`config.mk`:
```
export PLATFORM = sky130hd
export DESIGN_NAME = muldiv_ctrl
export DESIGN_NICKNAME = d
export VERILOG_FILES = /design/src/rtl/muldiv_ctrl.sv
export SDC_FILE = /design/constraint.sdc
export NUM_CORES = 1
export LEC_CHECK = 0
export BUFFER_PORTS_ARGS = -buffer_cell sky130_fd_sc_hd__buf_2
export CAP_MARGIN = 20
export CORE_AREA = 2 2 140 142
export CTS_CLUSTER_SIZE = 12
export DETAILED_ROUTE_END_ITERATION = 12
export DIE_AREA = 0 0 142 144
export MAX_ROUTING_LAYER = met4
export PLACE_DENSITY = 0.69
export SYNTH_ARGS = -nofsm -noshare
export SYNTH_HDL_FRONTEND = slang
export SYNTH_SLANG_ARGS = --single-unit
```
`constraint.sdc`:
```
create_clock -name clk -period 4.1 [get_ports clk]
set_input_delay 0.205 -clock clk [delete_from_list [all_inputs] [get_ports clk]]
set_output_delay 0.205 -clock clk [all_outputs]
set_load 0.005 [all_outputs]
```
`src/rtl/muldiv_ctrl.sv`:
```
// muldiv_ctrl: sequences the multicycle multiplier/divider and owns the HI/LO registers
module muldiv_ctrl #(
  parameter int MULT_CYCLES = 33,
  parameter int DIV_CYCLES  = 33
) (
  input  logic        clk,
  input  logic        reset,
  input  logic        start,
  input  logic [1:0]  op,
  input  logic [31:0] A_in,
  input  logic [31:0] B_in,
  input  logic        hi_we,
  input  logic        lo_we,
  input  logic [31:0] wr_data,
  input  logic [31:0] mult_hi,
  input  logic [31:0] mult_lo,
  input  logic [31:0] div_hi,
  input  logic [31:0] div_lo,
  output logic        mult_control,
  output logic        div_control,
  output logic [31:0] op_a,
  output logic [31:0] op_b,
  output logic [31:0] hi_out,
  output logic [31:0] lo_out,
  output logic        busy,
  output logic        done,
  output logic        div_zero
);
  typedef enum logic [1:0] {IDLE, RUN_MULT, RUN_DIV, WRITE} state_t;
  state_t state, state_n;
  logic [5:0] cnt, cnt_n;
  logic unit_div, unit_div_n;
  logic [31:0] op_a_n, op_b_n, hi_n, lo_n;
  logic done_n, div_zero_n;
  assign busy = state != IDLE;
  always_comb begin
    state_n = state;
    cnt_n = cnt + 6'd1;
    unit_div_n = unit_div;
    op_a_n = op_a;
    op_b_n = op_b;
    hi_n = hi_out;
    lo_n = lo_out;
    done_n = 1'b0;
    div_zero_n = 1'b0;
    case (state)
      IDLE: begin
        cnt_n = cnt;
        if (hi_we) hi_n = wr_data;
        if (lo_we) lo_n = wr_data;
        if (start && !op[1]) begin
          if (op[0] && B_in == '0) begin
            done_n = 1'b1;
            div_zero_n = 1'b1;
          end else begin
            state_n = op[0] ? RUN_DIV : RUN_MULT;
            unit_div_n = op[0];
            op_a_n = A_in;
            op_b_n = B_in;
            cnt_n = '0;
          end
        end
      end
      RUN_MULT: state_n = (cnt == 6'(MULT_CYCLES - 1)) ? WRITE : RUN_MULT;
      RUN_DIV:  state_n = (cnt == 6'(DIV_CYCLES - 1)) ? WRITE : RUN_DIV;
      WRITE: begin
        state_n = IDLE;
        hi_n = unit_div ? div_hi : mult_hi;
        lo_n = unit_div ? div_lo : mult_lo;
        done_n = 1'b1;
      end
    endcase
  end
  // Controls are registered from the next state so they track the RUN states exactly
  always_ff @(posedge clk or negedge reset) begin
    if (!reset) begin
      state <= IDLE;
      cnt <= '0;
      unit_div <= 1'b0;
      op_a <= '0;
      op_b <= '0;
      hi_out <= '0;
      lo_out <= '0;
      done <= 1'b0;
      div_zero <= 1'b0;
      mult_control <= 1'b0;
      div_control <= 1'b0;
    end else begin
      state <= state_n;
      cnt <= cnt_n;
      unit_div <= unit_div_n;
      op_a <= op_a_n;
      op_b <= op_b_n;
      hi_out <= hi_n;
      lo_out <= lo_n;
      done <= done_n;
      div_zero <= div_zero_n;
      mult_control <= state_n == RUN_MULT;
      div_control <= state_n == RUN_DIV;
    end
  end
endmodule
```
* Yosys cells after proc, flatten, opt, wreduce, memory -nomap -nowiden
Index checks and enable logic that the tools add are counted.
** Operators by class
- Add/sub/neg operators :: 1
- Eq/ne operators :: 10
- Muxes and demuxes :: 19
- Bitwise operators :: 1
- Reduce and logical (&&, ||, !) cells :: 11
** Operators with widths (count)
- $mux W32 :: 4
- $pmux W32 S2 :: 2
- $logic_not A32 Y1 :: 1
- $mux W6 :: 3
- $mux W2 :: 4
- $ne A2 B2 Y1 const B :: 4
- $pmux W2 S4 :: 1
- $add A6 B1 Y6 const B :: 1
- $eq A2 B2 Y1 const B :: 3
- $eq A6 B6 Y1 const B :: 1
- $reduce_and A2 Y1 :: 3
- $eq A2 B1 Y1 const B :: 2
- $mux W1 :: 4
- $reduce_bool A2 Y1 :: 2
- $reduce_and A3 Y1 :: 1
- $logic_and A1 B1 Y1 :: 2
- $logic_not A2 Y1 :: 1
- $pmux W1 S2 :: 1
- $logic_not A1 Y1 :: 1
- $not A1 Y1 :: 1
** Storage, ports and cells
- Register bits after elaboration :: 141
- Input bits :: 231
- Output and inout bits :: 133

* Logic depth before layout (Yosys ltp)
- Word-level depth :: 6
- Gate-level depth with buffers :: 7
- Mapped depth without buffers :: 6

* Worst setup path before layout
OpenSTA, ideal clock, no wires.
- Path type :: register to register
- Start :: reg state[0]
- End :: reg lo_out[10]
- Arrival :: 1.817 ns
- Required time :: 3.982 ns
- Slack :: 2.165 ns
- Stages on the path, launching flop included :: 8
- Path buffers :: 2
- Clock period less this slack :: 1.935 ns
- Cells stage by stage :: dfrtp_1 -> ha_1 -> clkbuf_1 -> nor2b_1 -> a21oi_1 -> clkbuf_1 -> a211oi_1 -> a21o_1
** Between the ends
- Cells in the longest elaborated chain, start to end :: 3
- Elaborated cells between the ends (all ways) :: 6
** RTL lines
- start, declared :: line 30 : state_t state, state_n;
- start signal, assigned :: line 89 : state <= state_n;
- $logic_not A2 Y1 or $eq A2 B2 Y1 (tied branches) :: line 46 : case (state)
- $ne A2 B2 Y1 (no line) or $reduce_bool A2 Y1 (tied branches)
- $reduce_and A2 Y1 (no line)
- end signal, assigned :: line 95 : lo_out <= lo_n;
- end, declared :: line 24 : output logic [31:0] lo_out,
Parallel ways exist; a longest one is shown, timed or not.
A chain may end at the register's enable or synchronous reset.

* Final worst setup path
- Start :: reg state[0]
- End :: reg hi_out[18]
** Between the ends
- Cells in the longest elaborated chain, start to end :: 3
- Elaborated cells between the ends (all ways) :: 6
** RTL lines
- $eq A2 B2 Y1 or $logic_not A2 Y1 (tied branches) :: line 46
- $reduce_bool A2 Y1 (no line) or $ne A2 B2 Y1 (tied branches)
- $reduce_and A2 Y1 (no line)
- end signal, assigned :: line 94 : hi_out <= hi_n;
- end, declared :: line 23 : output logic [31:0] hi_out,
Parallel ways exist; a longest one is shown, timed or not.

==> key figures <==
Outcome
  • Status: complete, no violations

Critical path
  • R2r startpoint: state[0]
  • RR Endpoint: hi_out[18]
  • Critical Path Source Type: flop
  • Worst Reg-to-Reg Cells: 7
  • Critical Path Start: state[0]
  • Worst setup EP type: flop
  • Crit path max-delay family: compound AO/OA/AOI/OAI gates
  • CP Class: flop to flop
  • Worst Path Arrival: 3.02 ns
  • CP bufs+invs: 2
  • Slowest CP cell: a21oi_4
  • R2r setup slk: 1.38 ns
  • CP peak stage delay: 0.54 ns
  • Crit path to: hi_out[18]
  • CP Max Fanout: 42
  • WP depth: 7
  • Critical Path RT: 4.40 ns
  • Critical path, cell by cell: inv_1 > ha_1 > nor2b_1 > a21oi_4 > buf_4 > a211oi_1 > a21o_1

Logic synthesis
  • Synth Register Bits: 141
  • Mapped Nets: 767
  • Yosys top cell area share: 53.2%
  • Top cells by area, synth: dfrtp_1, mux2_2, mux2i_1
  • Mapped Cells: 530
  • Yosys cell types: 36
  • Async set or reset register ratio after synthesis: 100%
  • Post-synthesis compound-gate area fraction: 16.5%
  • Simple-gate share of the synthesized area: 4.49%
  • YS warnings: 0
  • Mapped Avg Cell Area: 12.5 um^2
  • Multiplexer share of the synthesized area: 20.7%
  • Leading area contributor after synthesis: dfrtp_1
  • EDFF count, synth: 0
  • Prevailing post-synth register cell: dfrtp_1
  • Synth Area in Adders: 1.13%
  • Cell area after synthesis: 0.00663 mm^2
  • Main combinational cell family by area after synthesis: multiplexers
  • Post-synthesis sequential area ratio: 53.2%
  • Post-synthesis xor/xnor area fraction: 0.397%

Global routing
  • First-pass GRT wire length: 27.9 mm
  • GRT Util Overall: 18.2%
  • Initial antenna violation count: 1
  • Pin count of the biggest net entering global routing: 70
  • Remaining Overflow, GRT: 0
  • Number of global-route vias before repair: 5,580

Power and ir drop
  • Combinational fraction of design power: 40.6%
  • P_sw: 2.42 mW
  • Clock Power Share: 21.4%
  • Switching share of power: 35.7%
  • PwrDens: 733 mW/mm^2
  • VDD IR max: 0.000445 V
  • Sequential share of power: 38.0%
  • Lkg Pwr: 5.07 nW
  • Internal power: 4.36 mW

Worst hold path
  • HP Class: input port to flop

Place
  • DP Wirelength: 14.2 mm
  • GP Congestion: 0.765
  • PortBufs: 363
  • Placed cells: 1,098
  • Post-DP Area: 0.00863 mm^2

Floorplan
  • Core footprint: 0.0191 mm^2
  • Initial core utilization: 34.7%
  • Io pins: 364
  • Die area: 0.0204 mm^2
  • Die W: 142 um
  • Row count: 51
  • Die Ht: 144 um

Clocking
  • TritonCTS clock tree: built
  • H-Tree Depth: 4
  • Clock tree buffer depth: 2
  • CTS Sinks: 141
  • CTS Hold Bufs: 7
  • CTS resizes: 0
  • Clk_lat worst skew: 0.42 ns
  • CTS Buf Count: 17
  • Post-CTS Setup Inserts: 0
  • Root Buffer: clkbuf_16
  • Clock Pin Slew Worst Setup and Hold Paths: 0.07 ns

Finish
  • Layout cell share with drive strength beyond 1: 52.4%
  • Fin nets: 1,124
  • Fin area: 0.00926 mm^2
  • Syn-to-layout area delta: 39.7%
  • Finished Layout Cells: 1,139
  • Filler cells: 1,759

Route
  • Via/cell ratio: 4.91
  • Wire per inst: 16.7 um
  • DRT antenna net count: 0
  • Drt first pass iters: 4
  • 1st-iter DRT viols: 142
  • Drt drc: 0
  • Via count: 5,593
  • Total wire length: 19.1 mm

Timing
  • Final Critical Period: 2.72 ns
  • Max-slew violation count: 0
  • Final hold vios: 0
  • Relative slew margins: 25.5%
  • FMAX: 368 MHz
  • Setup TNS: 0 ns
  • Worst-Margin Slew: 1.12 ns
  • Clk_skew: 0.0100 ns
  • Setup Viol. Count Final: 0
  • Final worst-path cycle share: 66.3%
  • RSZ-0062 raised after global routing: false
  • Hold Slack: 0.0169 ns

Flow run
  • Maxcap violations: 0
==> cell usage after synthesis, types with 5 or more instances <==
cell type,number
a211oi_1,64
buf_2,5
nor2_1,34
nor4_1,8
inv_1,7
mux2_1,6
a21o_1,64
mux2_2,59
ha_1,6
mux2i_1,64
clkbuf_1,26
buf_6,7
dfrtp_1,141
==> worst reg2reg max path, stage by stage, from the launching register on <==
cell	delay [ns]
dfrtp_1	0.42
inv_1	0.12
ha_1	0.52
nor2b_1	0.21
a21oi_4	0.54
buf_4	0.49
a211oi_1	0.12
a21o_1	0.18
==> how the worst min path moves through the flow <==
stage,slack (ns),end,from,depth (start not counted)
floorplan,-0.09,cnt[0],reset,0
global placement,0.26,op_b[23],reset,1
detailed placement,0.25,op_b[23],reset,1
CTS,0.00009,op_a[8],A_in[8],2
global route,0.0008,op_a[8],A_in[8],2
finish,0.02,op_a[8],A_in[8],2
==> registers in the layout (all words and copies together) (netlist names) <==
name	cells
cnt	6
div_control	1
div_zero	1
done	1
hi_out	32
lo_out	32
mult_control	1
op_a	32
op_b	32
state	2
unit_div	1
==> power groups by stage <==
stage	sequential (mW)	combinational, mW	clock, mW
finish	2.58	2.76	1.45
global route	2.67	3.03	1.56
CTS	2.58	2.80	1.49
detailed placement	2.60	2.79	0
global placement	2.56	2.74	0
floorplan	2.50	1.67	0
==> placed cells by master, fill, tap and decap left out, types with 7 or more instances in the layout <==
cell type	n
mux2i_1	64
nor4_1	8
nor2_1	34
inv_1	7
buf_2	362
a21o_1	64
mux2_2	59
a211oi_1	64
clkbuf_16	17
dfrtp_1	140
dlygate4sd3_1	8
==> logic make-up (layout without fill, tap and decap cells) <==
family / after synthesis / count (layout)
AO/OA/AOI/OAI: 144 / 144
flip-flops: 141 / 141
multiplexers: 129 / 129
AND/OR/NAND/NOR: 61 / 61
buffers and inverters: 46 / 416
adder cells (fa/ha/maj): 6 / 6
XOR/XNOR: 3 / 3
other: 0 / 1
==> metrics by stage <==
stage	utilization, %	total power, mW	setup WS, ns
2_1_floorplan	-	4.17	2.16
3_3_place_gp	45.2	5.31	1.38
3_5_place_dp	45.2	5.39	1.35
4_1_cts	48.5	6.88	1.34
5_1_grt	48.5	7.26	1.17
6_report	48.5	6.79	1.38
==> per-layer routing <==
metal  up-vias  track usage [%]  share of wire (%)
met1      2639             21.1                 42
met2       254             31.0                 50
met4         0             5.11                1.1
met3        19             5.03                7.6
met5         -                -                  0
li1       2681                -                  -
==> area by class of cell <==
cell class | instances | area (um^2) | share of cell area, %
Clock buffer | 18 | 429 | 4.64
Clock inverter | 14 | 121 | 1.31
Antenna cell | 1 | 2.50 | 0.0270
Timing Repair Buffer | 377 | 1950 | 21.0
Sequential cell | 141 | 3530 | 38.1
Multi-Input combinational cell | 343 | 2900 | 31.3
Tap cell | 238 | 298 | 3.22
Inverter | 7 | 26.3 | 0.284
Note: power is estimated with default switching activity, not from simulation.
